## src/rtl/wb_master_port.sv

```systemverilog
// Wishbone classic single-transfer master: turns one internal command into one
// bus cycle, waits for the arbiter grant, and drops CYC after every transfer.
module wb_master_port #(
    parameter int MASTER_ID = 0,
    parameter int AW        = 32,
    parameter int DW        = 32,
    parameter int TIMEOUT   = 255
) (
    input  logic            CLK,
    input  logic            RST,
    input  logic            cmd_valid,
    output logic            cmd_ready,
    input  logic            cmd_we,
    input  logic [AW-1:0]   cmd_adr,
    input  logic [DW-1:0]   cmd_dat,
    input  logic [DW/8-1:0] cmd_sel,
    output logic            rsp_valid,
    output logic [DW-1:0]   rsp_dat,
    output logic            rsp_err,
    output logic            rsp_timeout,
    input  logic [1:0]      GNT_I,
    output logic            CYC_O,
    output logic            STB_O,
    output logic            WE_O,
    output logic [AW-1:0]   ADR_O,
    output logic [DW-1:0]   DAT_O,
    output logic [DW/8-1:0] SEL_O,
    input  logic [DW-1:0]   DAT_I,
    input  logic            ACK_I,
    input  logic            ERR_I
);

    localparam logic [1:0] IDLE     = 2'd0;
    localparam logic [1:0] WAIT_GNT = 2'd1;
    localparam logic [1:0] STROBE   = 2'd2;
    localparam logic [1:0] GAP      = 2'd3;

    localparam int             TW       = (TIMEOUT > 0) ? $clog2(TIMEOUT + 1) : 1;
    localparam int             T_LAST_I = (TIMEOUT > 0) ? TIMEOUT - 1 : 0;
    localparam logic [TW-1:0]  T_LAST   = T_LAST_I[TW-1:0];
    localparam logic [1:0]     MY_SLOT  = MASTER_ID[1:0];

    logic [1:0]      r_state;
    logic [1:0]      w_next;
    logic [TW-1:0]   r_timer;
    logic            r_cmd_ready;
    logic            r_rsp_valid;
    logic [DW-1:0]   r_rsp_dat;
    logic            r_rsp_err;
    logic            r_rsp_timeout;
    logic            r_cyc;
    logic            r_stb;
    logic            r_we;
    logic [AW-1:0]   r_adr;
    logic [DW-1:0]   r_dat;
    logic [DW/8-1:0] r_sel;

    logic w_owned;
    logic w_accept;
    logic w_err;
    logic w_ack;
    logic w_timeout;
    logic w_done;

    // Slave responses only count while we own the bus and are strobing; ERR beats ACK.
    assign w_owned   = (GNT_I == MY_SLOT);
    assign w_accept  = r_cmd_ready & cmd_valid;
    assign w_err     = w_owned & r_stb & ERR_I;
    assign w_ack     = w_owned & r_stb & ACK_I & ~ERR_I;
    assign w_timeout = (TIMEOUT > 0) && (r_state == STROBE) && !w_ack && !w_err
                       && (r_timer == T_LAST);
    assign w_done    = (r_state == STROBE) && (w_ack || w_err || w_timeout);

    always_comb begin
        w_next = r_state;
        case (r_state)
            IDLE:     if (w_accept) w_next = WAIT_GNT;
            WAIT_GNT: if (w_owned)  w_next = STROBE;
            STROBE:   if (w_done)   w_next = GAP;
            default:                w_next = IDLE;
        endcase
    end

    // NOTE: state registers use non-blocking assignments so every register samples pre-edge values.
    always_ff @(posedge CLK) begin
        if (RST) begin
            r_state       <= IDLE;
            r_timer       <= '0;
            r_cmd_ready   <= 1'b0;
            r_rsp_valid   <= 1'b0;
            r_rsp_dat     <= '0;
            r_rsp_err     <= 1'b0;
            r_rsp_timeout <= 1'b0;
            r_cyc         <= 1'b0;
            r_stb         <= 1'b0;
            r_we          <= 1'b0;
            r_adr         <= '0;
            r_dat         <= '0;
            r_sel         <= '0;
        end else begin
            r_state     <= w_next;
            r_cmd_ready <= (w_next == IDLE);
            r_rsp_valid <= w_done;

            if (w_accept) begin
                r_cyc <= 1'b1;
                r_we  <= cmd_we;
                r_adr <= cmd_adr;
                r_dat <= cmd_dat;
                r_sel <= cmd_sel;
            end

            if (r_state == WAIT_GNT && w_owned) begin
                r_stb   <= 1'b1;
                r_timer <= '0;
            end

            if (r_state == STROBE) begin
                if (r_timer != '1)
                    r_timer <= r_timer + 1'b1;
                if (w_done) begin
                    r_cyc         <= 1'b0;
                    r_stb         <= 1'b0;
                    r_rsp_err     <= w_err | w_timeout;
                    r_rsp_timeout <= w_timeout;
                    if (w_ack && !r_we)
                        r_rsp_dat <= DAT_I;
                end
            end
        end
    end

    assign cmd_ready   = r_cmd_ready;
    assign rsp_valid   = r_rsp_valid;
    assign rsp_dat     = r_rsp_dat;
    assign rsp_err     = r_rsp_err;
    assign rsp_timeout = r_rsp_timeout;
    assign CYC_O       = r_cyc;
    assign STB_O       = r_stb;
    assign WE_O        = r_we;
    assign ADR_O       = r_adr;
    assign DAT_O       = r_dat;
    assign SEL_O       = r_sel;

endmodule

```

## config.mk

```make
export PLATFORM = sky130hd
export DESIGN_NAME = wb_master_port
export DESIGN_NICKNAME = d
export VERILOG_FILES = /design/src/rtl/wb_master_port.sv
export SDC_FILE = /design/constraint.sdc
export NUM_CORES = 1
export LEC_CHECK = 0
export BUFFER_PORTS_ARGS = -buffer_cell sky130_fd_sc_hd__buf_4
export CAP_MARGIN = 30
export CORE_MARGIN = 2
export CORE_UTILIZATION = 49
export DETAILED_ROUTE_END_ITERATION = 8
export PLACE_DENSITY = 0.85
export SLEW_MARGIN = 10
export SYNTH_ARGS = -nofsm -noshare
export SYNTH_HDL_FRONTEND = slang
export SYNTH_SLANG_ARGS = --single-unit
```

## constraint.sdc

```tcl
create_clock -name CLK -period 4.4 [get_ports CLK]
set_input_delay 0.44 -clock CLK [delete_from_list [all_inputs] [get_ports CLK]]
set_output_delay 0.44 -clock CLK [all_outputs]
set_load 0.03 [all_outputs]
```

Word-level counts from Yosys, hierarchy flattened
Index checks and enable logic that the tools add are counted.
Storage, ports and cells
  flip-flop bits (word level): 117
  bits of input ports: 108
  output and inout port bits: 107
  logic and storage cells: 54
Cells by class
  add/sub/neg operators: 1
  eq/ne operators: 4
  mux-type cells: 13
  bitwise gates (word level): 7
  reduce and logical (&&, ||, !) cells: 16
Operator list (count)
  $mux 8: 3
  $add 8x1->8 const B: 1
  $eq 8x8->1 const B: 1
  $ne 8x8->1 const B: 1
  $logic_and 1x1->1: 6
  $logic_not 2->1: 3
  $mux 1: 6
  $mux 2: 3
  $pmux 2 s3: 1
  $and 1x1->1: 5
  $logic_not 1->1: 3
  $reduce_and 3->1: 1
  $eq 2x1->1 const B: 1
  $eq 2x2->1 const B: 1
  $logic_or 1x1->1: 2
  $reduce_and 2->1: 1
  $not 1->1: 1
  $or 1x1->1: 1

Logic depth before layout (Yosys ltp)
  depth in word-level cells: 13
  mapped depth: 6
  depth with buffers taken out: 6

Least setup slack after synthesis
OpenSTA, ideal clock, no wires.
  kind: register to register
  start point: register r_stb, in the netlist STB_O
  end point: register r_rsp_dat[10], in the netlist rsp_dat[10]
  setup time: 0.132 ns
  arrival: 1.792 ns
  required time: 4.268 ns
  slack: 2.476 ns
  cell stages (with the launch flop): 7
  path buffers: 2
  period minus slack after synthesis: 1.924 ns
  cell sequence: dfxtp_1 > or3b_4 > or4_4 > buf_6 > buf_6 > nand2_1 > a21oi_1
Between the ends
  cells in the longest elaborated chain, start to end: 10
  elaborated cells between the ends (all ways): 14
  classes of those cells: 4 x bitwise; 10 x reduce/logical
Ends and longest elaborated chain
  start: declaration: RTL line 52  | logic r_stb;
  start signal: assignment: RTL line 95  | r_stb <= 1'b0;
  start signal: assignment: RTL line 114  | r_stb <= 1'b1;
  start signal: assignment: RTL line 123  | r_stb <= 1'b0;
  $and 1x1->1 (*): RTL line 68, 69
  $and 1x1->1 (2 in series): RTL line 69  | assign w_ack = w_owned & r_stb & ACK_I & ~ERR_I;
  $logic_not 1->1: RTL line 70  | assign w_timeout = (TIMEOUT > 0) && (r_state == STROBE) && !w_ack && !w_err
  $logic_and 1x1->1 (2 in series): RTL line 70
  $logic_and 1x1->1: RTL line 71  | && (r_timer == T_LAST);
  $logic_or 1x1->1: RTL line 72  | assign w_done = (r_state == STROBE) && (w_ack || w_err || w_timeout);
  $logic_and 1x1->1: RTL line 72
  $reduce_and 3->1 (no source line) (*)
  end signal: assignment: RTL line 91  | r_rsp_dat <= '0;
  end signal: assignment: RTL line 127  | r_rsp_dat <= DAT_I;
  end: declaration: RTL line 48  | logic [DW-1:0] r_rsp_dat;
Every way passes the cells marked *; elsewhere a longest branch is shown, timed or not.
A chain may end at the register's enable or synchronous reset.

Worst setup path in the final report
  start point: register r_state[1]
  end point: register r_rsp_dat[15], in the netlist rsp_dat[15]
Between the ends
  cells in the longest elaborated chain, start to end: 7
Ends and longest elaborated chain
  start: declaration: RTL line 43  | logic [1:0] r_state;
  start signal: assignment: RTL line 101  | r_state <= w_next;
  $eq 2x2->1 (*): RTL line 70, 72, 118
  $logic_and 1x1->1 (2 in series): RTL line 70
  $logic_and 1x1->1: RTL line 71
  $logic_or 1x1->1: RTL line 72
  $logic_and 1x1->1: RTL line 72
  $reduce_and 3->1 (no source line) (*)
Marks and branches as above.

==> metrics.txt <==
vias in the first global route 4253; crit path max fanout 32; first-pass GRT wire length 20.0 mm; antenna violations before repair 0; Mapped Nets 643; vias per cell 5.14; Setup Fix Bufs, Post-CTS 0; CTS Buf Count 17; clock buffer depth 2; Synth Register Bits 117; sequential fraction of the synthesis area 55.2%; R2R cell count 4; number of diodes 0; most frequent cells in the layout 217 x buf_4, 207 x nand2_1, 117 x dfxtp_1; Setup TNS 0 ns; Worst setup endpoint rsp_dat[15]; Die Y-Extent 97.0 um; final setup margin 2.46 ns; max-cap violations 0; logic gate share of total power 11.2%; RSZ-0062 raised after global routing false; part of the cycle the worst path needs 44.0%; synth unique cells 38; post-synthesis cell area 4240 um2; Residual DRC 0; drt first pass iters 5; Worst Setup End Kind register; Ports 215; Critical Path AT 2.32 ns; number of clock sinks 117; Worst Setup Start Kind register; R2R Setup Slk 2.46 ns; static leakage 2.73 nW; Clk network pwr share 47.3%; worst r2r src r_state[1]; worst slew pin tran 0.708 ns; post-synth top area share 55.2%; # setup viols final 0; Crit path required time 4.78 ns; GRT Util Overall 26.1%; cts repair resizes 0; Pwr per Cell Area 419 nW/um2; critical path type register to register; multi-input logic area 1730 um2; H-tree depth 4; final layout net count 843; Synth area leader dfxtp_1; ys flop type dfxtp_1; Detailed Route Iter0 Violations 169; CTS tree built; Syn Area/Cell 7.96 um2; average wire per standard cell 14.7 um; pre-CTS setup slack 2.38 ns; Post-synth ARST share 0%; CTS clock-pin slew for the worst setup and hold paths 0.06 ns; Die W 97.0 um; cells after synthesis 533; largest cells by area after synthesis dfxtp_1 55%, nand2_1 18%, a21oi_1 13%, clkbuf_1 2.4%, buf_6 1.1%; Switch Pwr 0.662 mW; Core ar. 8300 um2; most common cell after layout, fill and taps aside buf_4; Design Area, Final 6420 um2; dpl cells 819; Worst VDD drop 0.288 mV; placed instance area 5870 um2; Root Buffer clkbuf_8; final WL 12.5 mm; run status complete, no violations; worst r2r dst rsp_dat[15]; PortBufs 214; Final Max Tran Viols 0; share of cells above drive strength 1 33.9%; number of synthesized flops with an enable pin 0; Starting Density 51.1%; utilization after layout 77.4%; Final min period 1.94 ns; post-route antenna net violation count 0; vias post-DR 4373; Post-CTS Hold Buffers 0; # rows 33; Setup crit start r_state[1]; Overflow after GRT 0; register area 2340 um2; Sequential Power Share 41.5%; Final Hold Viols 0; RD Place Congestion 0.855; fmax 516 MHz; Clock Skew 0.00588 ns; Hold/Removal Path Class primary input to register; clk_lat worst skew 0.50 ns; largest net degree at the start of global routing 66; half-perimeter wire length after placement 8.84 mm; fin cells 851; Fillers 606; Area Growth Syn to Fin 51.5%; die footprint 9410 um2; slew margin rel. 52.2%; Sw Share 24.6%; Warnings, synthesis 0; Internal 2.03 mW
## power by group through the flow
| stage | sequential [mW] | clock, mW | combinational [mW] |
|---|---|---|---|
| after floorplan | 1.20 | 0 | 0.0829 |
| after CTS | 1.12 | 1.29 | 0.302 |
| after detailed placement | 1.14 | 0 | 0.300 |
| final | 1.12 | 1.27 | 0.300 |
| after global routing | 1.12 | 1.34 | 0.321 |
| after global placement | 1.14 | 0 | 0.291 |
## state kept, by name, indices dropped and copies added (netlist names)
name and flops:
ADR_O 32, CYC_O 1, DAT_O 32, SEL_O 4, STB_O 1, WE_O 1, cmd_ready 1, r_state 2
r_timer 8, rsp_dat 32, rsp_err 1, rsp_timeout 1, rsp_valid 1
## cell families after synthesis
| group | share of synthesized area (%) |
|---|---|
| muxes | 0.236 |
| buffers and inverters | 4.28 |
| and+or+nand+nor | 24.3 |
| AOI/OAI and AO/OA | 15.3 |
| DFF | 55.2 |
| adders and majority gates | 0.590 |
## metrics by stage
stage                     total power, mW  hold slack (ns)
final                                2.69            0.185
after global routing                 2.78            0.176
after CTS                            2.70            0.164
after detailed placement             1.44            0.447
after global placement               1.43            0.442
after floorplan                      1.29            0.483
## how the worst min path moves through the flow
stage | startpoint | endpoint | slack (ns) | cells after the start
3_3_place_gp | ADR_O[21] | ADR_O[21] | 0.44 | 2
2_1_floorplan | r_timer[7] | r_timer[7] | 0.48 | 2
4_1_cts | cmd_adr[7] | ADR_O[7] | 0.16 | 3
5_1_grt | cmd_adr[9] | ADR_O[9] | 0.18 | 3
6_report | cmd_adr[0] | ADR_O[0] | 0.18 | 3
3_5_place_dp | rsp_dat[7] | rsp_dat[7] | 0.45 | 2
## Yosys cell counts (3+ instances only)
cell	number
buf_2	4
nand2_1	208
dfxtp_1	117
nand2b_1	3
o31ai_1	3
nor2_1	12
nand3_1	6
clkbuf_1	27
buf_6	4
nor3_1	6
nand4_1	3
a21oi_1	107
## cell type report
type | count | area share, %
Clock buffer | 19 | 6.57
Timing Repair Buffer | 218 | 25.8
Inverter | 2 | 0.117
Sequential cell | 117 | 36.5
Clock inverter | 13 | 2.08
Multi-Input combinational cell | 377 | 26.9
Tap cell | 105 | 2.05
## worst max-delay path: stages (launching register included)
cell and delay, ns:
dfxtp_1 0.46, nand2b_1 0.33, or4_4 0.80, nand2_1 0.15, a21oi_1 0.07
## layer usage
layer | part of all wire [%] | GRT usage, %
met5 | 0 | 0
met4 | 2.5 | 9.64
met3 | 7.4 | 6.94
met2 | 54 | 48.6
met1 | 36 | 28.3
(Power assumes the default switching activity.)
